<file path="src/rtl/pe_pkg.sv">
// Shared types and helpers for the systolic MAC processing element.
package pe_pkg;

  localparam int unsigned DT_W = 3;
  localparam logic [DT_W-1:0] DT_FP754 = 3'd0;
  localparam logic [DT_W-1:0] DT_BF8   = 3'd1;
  localparam logic [DT_W-1:0] DT_BF16  = 3'd2;
  localparam logic [DT_W-1:0] DT_INT8  = 3'd3;
  localparam logic [DT_W-1:0] DT_INT16 = 3'd4;
  localparam logic [DT_W-1:0] DT_INT32 = 3'd5;

  typedef enum logic [1:0] {
    IDLE  = 2'd0,
    ACCUM = 2'd1,
    DRAIN = 2'd2,
    HOLD  = 2'd3
  } pe_state_e;

  localparam int unsigned MAX_W     = 128;
  localparam int unsigned MAX_IDX_W = $clog2(MAX_W);

  // Sign- or zero-extend the low prod_w bits of prod to MAX_W; callers truncate to ACC_W.
  function automatic logic [MAX_W-1:0] ext_acc(input logic [MAX_W-1:0] prod,
                                              input int unsigned     prod_w,
                                              input logic            is_signed);
    logic [MAX_W-1:0] mask;
    logic             fill;
    mask = (MAX_W'(1) << prod_w) - MAX_W'(1);
    fill = is_signed & prod[MAX_IDX_W'(prod_w - 1)];
    return (prod & mask) | ({MAX_W{fill}} & ~mask);
  endfunction

endpackage

</file>
<file path="src/rtl/pe_mac_mul_pipe.sv">
// Pipelined DATA_W x DATA_W multiplier carrying valid/first/last tags per stage.
module mul_pipe #(
  parameter int unsigned DATA_W  = 32,
  parameter int unsigned MUL_LAT = 3,
  parameter int unsigned SIGNED  = 1
) (
  input  logic                  clk,
  input  logic                  rst,
  input  logic                  valid_i,
  input  logic                  first_i,
  input  logic                  last_i,
  input  logic [DATA_W-1:0]     a_i,
  input  logic [DATA_W-1:0]     b_i,
  output logic                  valid_o,
  output logic                  first_o,
  output logic                  last_o,
  output logic [2*DATA_W-1:0]   prod_o
);

  localparam int unsigned PROD_W = 2 * DATA_W;

  logic [PROD_W-1:0]  a_ext, b_ext, prod_c;
  logic [MUL_LAT-1:0] vld_q, first_q, last_q;
  logic [PROD_W-1:0]  prod_q [MUL_LAT];

  // Extending both operands to the product width makes the truncated product exact.
  always_comb begin
    a_ext  = (SIGNED != 0) ? {{DATA_W{a_i[DATA_W-1]}}, a_i} : {{DATA_W{1'b0}}, a_i};
    b_ext  = (SIGNED != 0) ? {{DATA_W{b_i[DATA_W-1]}}, b_i} : {{DATA_W{1'b0}}, b_i};
    prod_c = a_ext * b_ext;
  end

  always_ff @(posedge clk) begin
    if (rst) begin
      vld_q <= '0;
    end else begin
      vld_q[0] <= valid_i;
      for (int k = 1; k < MUL_LAT; k++) vld_q[k] <= vld_q[k-1];
    end
  end

  always_ff @(posedge clk) begin
    prod_q[0]  <= prod_c;
    first_q[0] <= first_i;
    last_q[0]  <= last_i;
    for (int k = 1; k < MUL_LAT; k++) begin
      prod_q[k]  <= prod_q[k-1];
      first_q[k] <= first_q[k-1];
      last_q[k]  <= last_q[k-1];
    end
  end

  assign valid_o = vld_q[MUL_LAT-1];
  assign first_o = first_q[MUL_LAT-1];
  assign last_o  = last_q[MUL_LAT-1];
  assign prod_o  = prod_q[MUL_LAT-1];

endmodule

</file>
<file path="src/rtl/pe_mac.sv">
// Systolic MAC processing element: forwards operands east/south and accumulates a framed dot product.
module pe_mac
  import pe_pkg::*;
#(
  parameter int unsigned DATA_W  = 32,
  parameter int unsigned ACC_W   = 2 * DATA_W + 8,
  parameter int unsigned MUL_LAT = 3,
  parameter int unsigned SIGNED  = 1
) (
  input  logic              clk,
  input  logic              rst,
  input  logic              in_valid,
  output logic              in_ready,
  input  logic [DATA_W-1:0] row_in,
  input  logic [DATA_W-1:0] col_in,
  input  logic              in_first,
  input  logic              in_last,
  output logic [DATA_W-1:0] row_out,
  output logic [DATA_W-1:0] col_out,
  output logic              fwd_valid,
  output logic              fwd_first,
  output logic              fwd_last,
  output logic              res_valid,
  input  logic              res_ready,
  output logic [ACC_W-1:0]  res_data,
  output logic              res_ovf
);

  localparam int unsigned PROD_W = 2 * DATA_W;

  pe_state_e          state_q, state_d;
  logic               in_ready_q, in_ready_d;
  logic               res_valid_q, res_valid_d;
  logic               accept;
  logic               pipe_valid, pipe_first, pipe_last;
  logic [PROD_W-1:0]  pipe_prod;
  logic [ACC_W-1:0]   acc_q, acc_d, prod_ext;
  logic [ACC_W:0]     sum;
  logic               add_ovf, ovf_q, ovf_d;
  logic [DATA_W-1:0]  row_q, col_q;
  logic               fwd_valid_q, fwd_first_q, fwd_last_q;

  assign accept = in_valid && in_ready_q;

  mul_pipe #(
    .DATA_W  (DATA_W),
    .MUL_LAT (MUL_LAT),
    .SIGNED  (SIGNED)
  ) u_mul (
    .clk     (clk),
    .rst     (rst),
    .valid_i (accept),
    .first_i (in_first),
    .last_i  (in_last),
    .a_i     (row_in),
    .b_i     (col_in),
    .valid_o (pipe_valid),
    .first_o (pipe_first),
    .last_o  (pipe_last),
    .prod_o  (pipe_prod)
  );

  // State and FSM-owned output registers.
  always_ff @(posedge clk) begin
    if (rst) begin
      state_q     <= IDLE;
      in_ready_q  <= 1'b1;
      res_valid_q <= 1'b0;
    end else begin
      state_q     <= state_d;
      in_ready_q  <= in_ready_d;
      res_valid_q <= res_valid_d;
    end
  end

  always_comb begin
    state_d = state_q;
    case (state_q)
      IDLE, ACCUM: if (accept) state_d = in_last ? DRAIN : ACCUM;
      DRAIN:       if (pipe_valid && pipe_last) state_d = HOLD;
      HOLD:        if (res_ready) state_d = IDLE;
      default:     state_d = IDLE;
    endcase
  end

  always_comb begin
    in_ready_d  = 1'b0;
    res_valid_d = 1'b0;
    if (state_d == IDLE || state_d == ACCUM) in_ready_d = 1'b1;
    if (state_d == HOLD) res_valid_d = 1'b1;
  end

  // Accumulator: first-tagged product replaces, others add with wrap; overflow is sticky.
  always_comb begin
    prod_ext = ACC_W'(ext_acc(MAX_W'(pipe_prod), PROD_W, SIGNED != 0));
    sum      = {1'b0, acc_q} + {1'b0, prod_ext};
    if (SIGNED != 0)
      add_ovf = (acc_q[ACC_W-1] == prod_ext[ACC_W-1]) && (sum[ACC_W-1] != acc_q[ACC_W-1]);
    else
      add_ovf = sum[ACC_W];
    acc_d = acc_q;
    ovf_d = ovf_q;
    if (state_q == HOLD && res_ready) begin
      acc_d = '0;
      ovf_d = 1'b0;
    end else if (pipe_valid) begin
      if (pipe_first) begin
        acc_d = prod_ext;
        ovf_d = 1'b0;
      end else begin
        acc_d = sum[ACC_W-1:0];
        ovf_d = ovf_q | add_ovf;
      end
    end
  end

  always_ff @(posedge clk) begin
    if (rst) begin
      acc_q <= '0;
      ovf_q <= 1'b0;
    end else begin
      acc_q <= acc_d;
      ovf_q <= ovf_d;
    end
  end

  // Forwarding path has no backpressure: loads on every accept.
  always_ff @(posedge clk) begin
    if (rst) begin
      row_q       <= '0;
      col_q       <= '0;
      fwd_valid_q <= 1'b0;
      fwd_first_q <= 1'b0;
      fwd_last_q  <= 1'b0;
    end else begin
      fwd_valid_q <= accept;
      if (accept) begin
        row_q       <= row_in;
        col_q       <= col_in;
        fwd_first_q <= in_first;
        fwd_last_q  <= in_last;
      end
    end
  end

  assign in_ready  = in_ready_q;
  assign res_valid = res_valid_q;
  assign res_data  = acc_q;
  assign res_ovf   = ovf_q;
  assign row_out   = row_q;
  assign col_out   = col_q;
  assign fwd_valid = fwd_valid_q;
  assign fwd_first = fwd_first_q;
  assign fwd_last  = fwd_last_q;

endmodule

</file>
<file path="config.mk">
export PLATFORM = sky130hd
export DESIGN_NAME = pe_mac
export DESIGN_NICKNAME = d
export VERILOG_FILES = /design/src/rtl/pe_pkg.sv /design/src/rtl/pe_mac_mul_pipe.sv /design/src/rtl/pe_mac.sv
export SDC_FILE = /design/constraint.sdc
export NUM_CORES = 2
export LEC_CHECK = 0
export CAP_MARGIN = 20
export CORE_MARGIN = 5
export CORE_UTILIZATION = 40
export CTS_CLUSTER_DIAMETER = 100
export CTS_CLUSTER_SIZE = 25
export DETAILED_ROUTE_END_ITERATION = 16
export PLACE_DENSITY = 0.65
export SETUP_SLACK_MARGIN = 0.15
export SYNTH_ARGS = -nofsm -noshare
export SYNTH_HDL_FRONTEND = slang
export SYNTH_SLANG_ARGS = --single-unit
export TNS_END_PERCENT = 10
</file>
<file path="constraint.sdc">
create_clock -name clk -period 18.5 [get_ports clk]
set_clock_uncertainty 0.1 [all_clocks]
set_input_delay 3.7 -clock clk [delete_from_list [all_inputs] [get_ports clk]]
set_output_delay 3.7 -clock clk [all_outputs]
set_load 0.1 [all_outputs]
</file>
==> results.ini <==
[run_status]
status=finished, final reports clean

[clock_network]
clk_pin_slew_ns=0.10
post_cts.repair.setup_buffers=0
cts_root_buf=clkbuf_16
numCtsBuffers=19
clk_latency_ns=0.56
numClockSinks=344
htreeDepth=1
cts_resized=0
clockBufferDepth=3
cts_tree=yes
cts.hold.buffers_added=0

[sta]
hold_violations=0
fin_crit_ns=11.96
slew_headroom_pct=24.1
clock.fmax_mhz=83.6
post-route-period-util_pct=64.7
setup_violations=0
rsz0062_at_grt=no
slew_violations=0
fin_tns_setup_ns=0
tightestPinTransition_ns=1.14

[synthesis]
synth_area_leaders=fa_1 43%, dfxtp_1 14%, inv_1 7.4%, and2_1 6.5%, ha_1 6.4%
async_flop_share_pct=0
synth_flop_cell=dfxtp_1
synth_top_area_share_pct=43.4
ys_seq_elements=344
synth.avg_cell_area_sq_um=9.26
synthCells=5391
syn_nets=6799
yosysSeqAreaShare_pct=13.8
yosysUniqueCellTypes=79
syn_area_sq_um=49900
yosysWarnings=0
synth_edf_count=0
synth.largest_area_cell=fa_1

[placed_design]
routabilityCongestion=0.896
hpwl_um=107000
port_buffers=211

[route]
drtIter0Drc=2449
wl_per_cell_um=19.9
drt_wl_total_um=140000
vias=36633
antenna_left=0
drc=0
viasPerCell=5.21
firstDrtPassIters=5

[setup_path]
r2r_slack_ns=14.56
critical-path-top-delay-family=adder cells
worstPathArrival_ns=12.31
cpMaxStageDelayCell=fa_1
crit_top_cell=fa_1
critPathBufInv=7
end_kind=flop
reg2reg_depth=12
crit_fanout=33
r2r-end=res_data[71]
reg2reg_from=res_data[9]
path_class=input port to flop
required_ns=18.85
slowest_delay_ns=1.06
start_kind=input port

[global_route]
grt_remaining_overflow=0
grt_start_max_net_pins=102
antenna_found_initial=5
grt_use_total_pct=21.6
grt_pass1_vias=40025
grt_pass1_wl_um=224000

[finish]
final_util_pct=43.6
synthToLayoutAreaGrowth_pct=8.24
register_area_sq_um=6890
multiInputGateArea_sq_um=38200
nFillCells=11977
layout-drive-gt1-share_pct=2.63
nets=6795

[floorplan]
core_sq_um=124000
die_area_sq_um=132000
pin_count=212
start_util_pct=40.3
die_w_um=363
rows=129
fp.dieH_um=363

[min_path]
whs_path_depth=0
min_to=u_mul.prod_q[0][172]
hold_path_startpoint=u_mul.prod_q[0][108]
hp-class=flop to flop

[run]
maxCapViolCount=0

## cell usage after synthesis (5+ instances only)
library cell and instances:
a31o_2 6, mux2i_1 17, or2_2 8, and3_1 14, nand3_1 40, or3_1 5, inv_1 990, ha_1 255
buf_2 11, o31ai_1 7, a211oi_1 21, o21a_1 11, nor3_1 15, a21oi_1 277, a31oi_1 17, nand2_1 740
xor2_1 43, buf_1 7, and2_1 518, nor2_1 134, xnor2_1 90, o211ai_1 25, a21oi_2 7, clkbuf_1 284
o21bai_1 27, o22ai_1 7, o21ai_1 6, fa_1 1083, nor2b_1 44, nand2b_1 24, dfxtp_1 344, nand4_1 34
o21ai_0 124, a21o_1 69
## how the worst max path moves through the flow
stage | startpoint | end | slack (ns) | cells past startpoint
after global placement | col_in[2] | u_mul.prod_q[0][62] | 6.11 | 27
final | col_in[2] | u_mul.prod_q[0][62] | 6.54 | 27
after global routing | col_in[2] | u_mul.prod_q[0][62] | 6.18 | 27
after CTS | col_in[2] | u_mul.prod_q[0][62] | 6.61 | 27
after floorplan | col_in[2] | u_mul.prod_q[0][62] | 7.50 | 26
after detailed placement | col_in[2] | u_mul.prod_q[0][62] | 6.03 | 27
## cell families (layout without fill, tap and decap cells)
kind of cell / after synthesis / after routing / share of synthesized area (%)
simple gates: 1590 / 1590 / 15.5
compound gates: 671 / 671 / 8.45
fa+ha+maj: 1338 / 1338 / 49.8
buf+inv: 1296 / 1297 / 9.78
xor+xnor: 133 / 133 / 2.33
flops: 344 / 344 / 13.8
other cells: 0 / 1 / 0
mux: 19 / 19 / 0.386
## area by class of cell
class	instances	area share (%)
Multi-Input combinational cell	3751	70.7
Clock inverter	5	0.153
Tap cell	1637	3.79
Clock buffer	21	0.893
Antenna cell	1	0.00463
Inverter	990	6.87
Timing Repair Buffer	281	4.87
Sequential cell	344	12.8
## flip-flops by register name (all words and copies together), names as in the netlist
| name | count |
|---|---|
| u_mul.last_q | 3 |
| res_valid | 1 |
| res_ovf | 1 |
| u_mul.prod_q | 192 |
| u_mul.vld_q | 3 |
| u_mul.first_q | 3 |
| fwd_first | 1 |
| fwd_last | 1 |
| state_q | 2 |
| in_ready | 1 |
| row_out | 32 |
| col_out | 32 |
| res_data | 72 |
## layer usage
| layer | global-route usage [%] | share of wire, % | vias to the layer above |
|---|---|---|---|
| met5 | 0 | 0.0093 | - |
| met4 | 4.72 | 2.3 | 2 |
| met3 | 4.41 | 8.8 | 218 |
| met2 | 35.8 | 47 | 1423 |
| met1 | 29.5 | 42 | 18735 |
| li1 | - | - | 16255 |
## metrics by stage
step	setup slack [ns]	hold WS (ns)	instance area, sq um	instances
3_3_place_gp	6.11	0.210	53500	7003
4_1_cts	6.61	0.217	54100	7029
5_1_grt	6.18	0.222	54100	7029
6_report	6.54	0.216	54100	7030
3_5_place_dp	6.03	0.212	53500	7003
2_1_floorplan	7.50	0.210	49900	5391
## layout by cell type, fill, tap and decap left out, types with 5 or more instances in the layout
cell type,instances
a211oi_1,21
a21o_1,69
a21oi_1,277
a21oi_2,7
a31o_2,6
a31oi_1,16
and2_1,517
and3_1,14
buf_4,71
clkbuf_16,19
clkdlybuf4s50_1,210
dfxtp_1,342
fa_1,1083
ha_1,255
inv_1,990
mux2i_1,17
nand2_1,739
nand2b_1,24
nand3_1,40
nand4_1,34
nor2_1,134
nor2b_1,44
nor3_1,15
o211ai_1,25
o21a_1,11
o21ai_0,124
o21ai_1,6
o21bai_1,27
o22ai_1,7
o31ai_1,7
or2_2,8
or3_1,5
xnor2_1,90
xor2_1,43
Power is left out: the tool's default activity adds up to more than one toggle a clock period on the data nets, which glitch-free logic cannot reach.
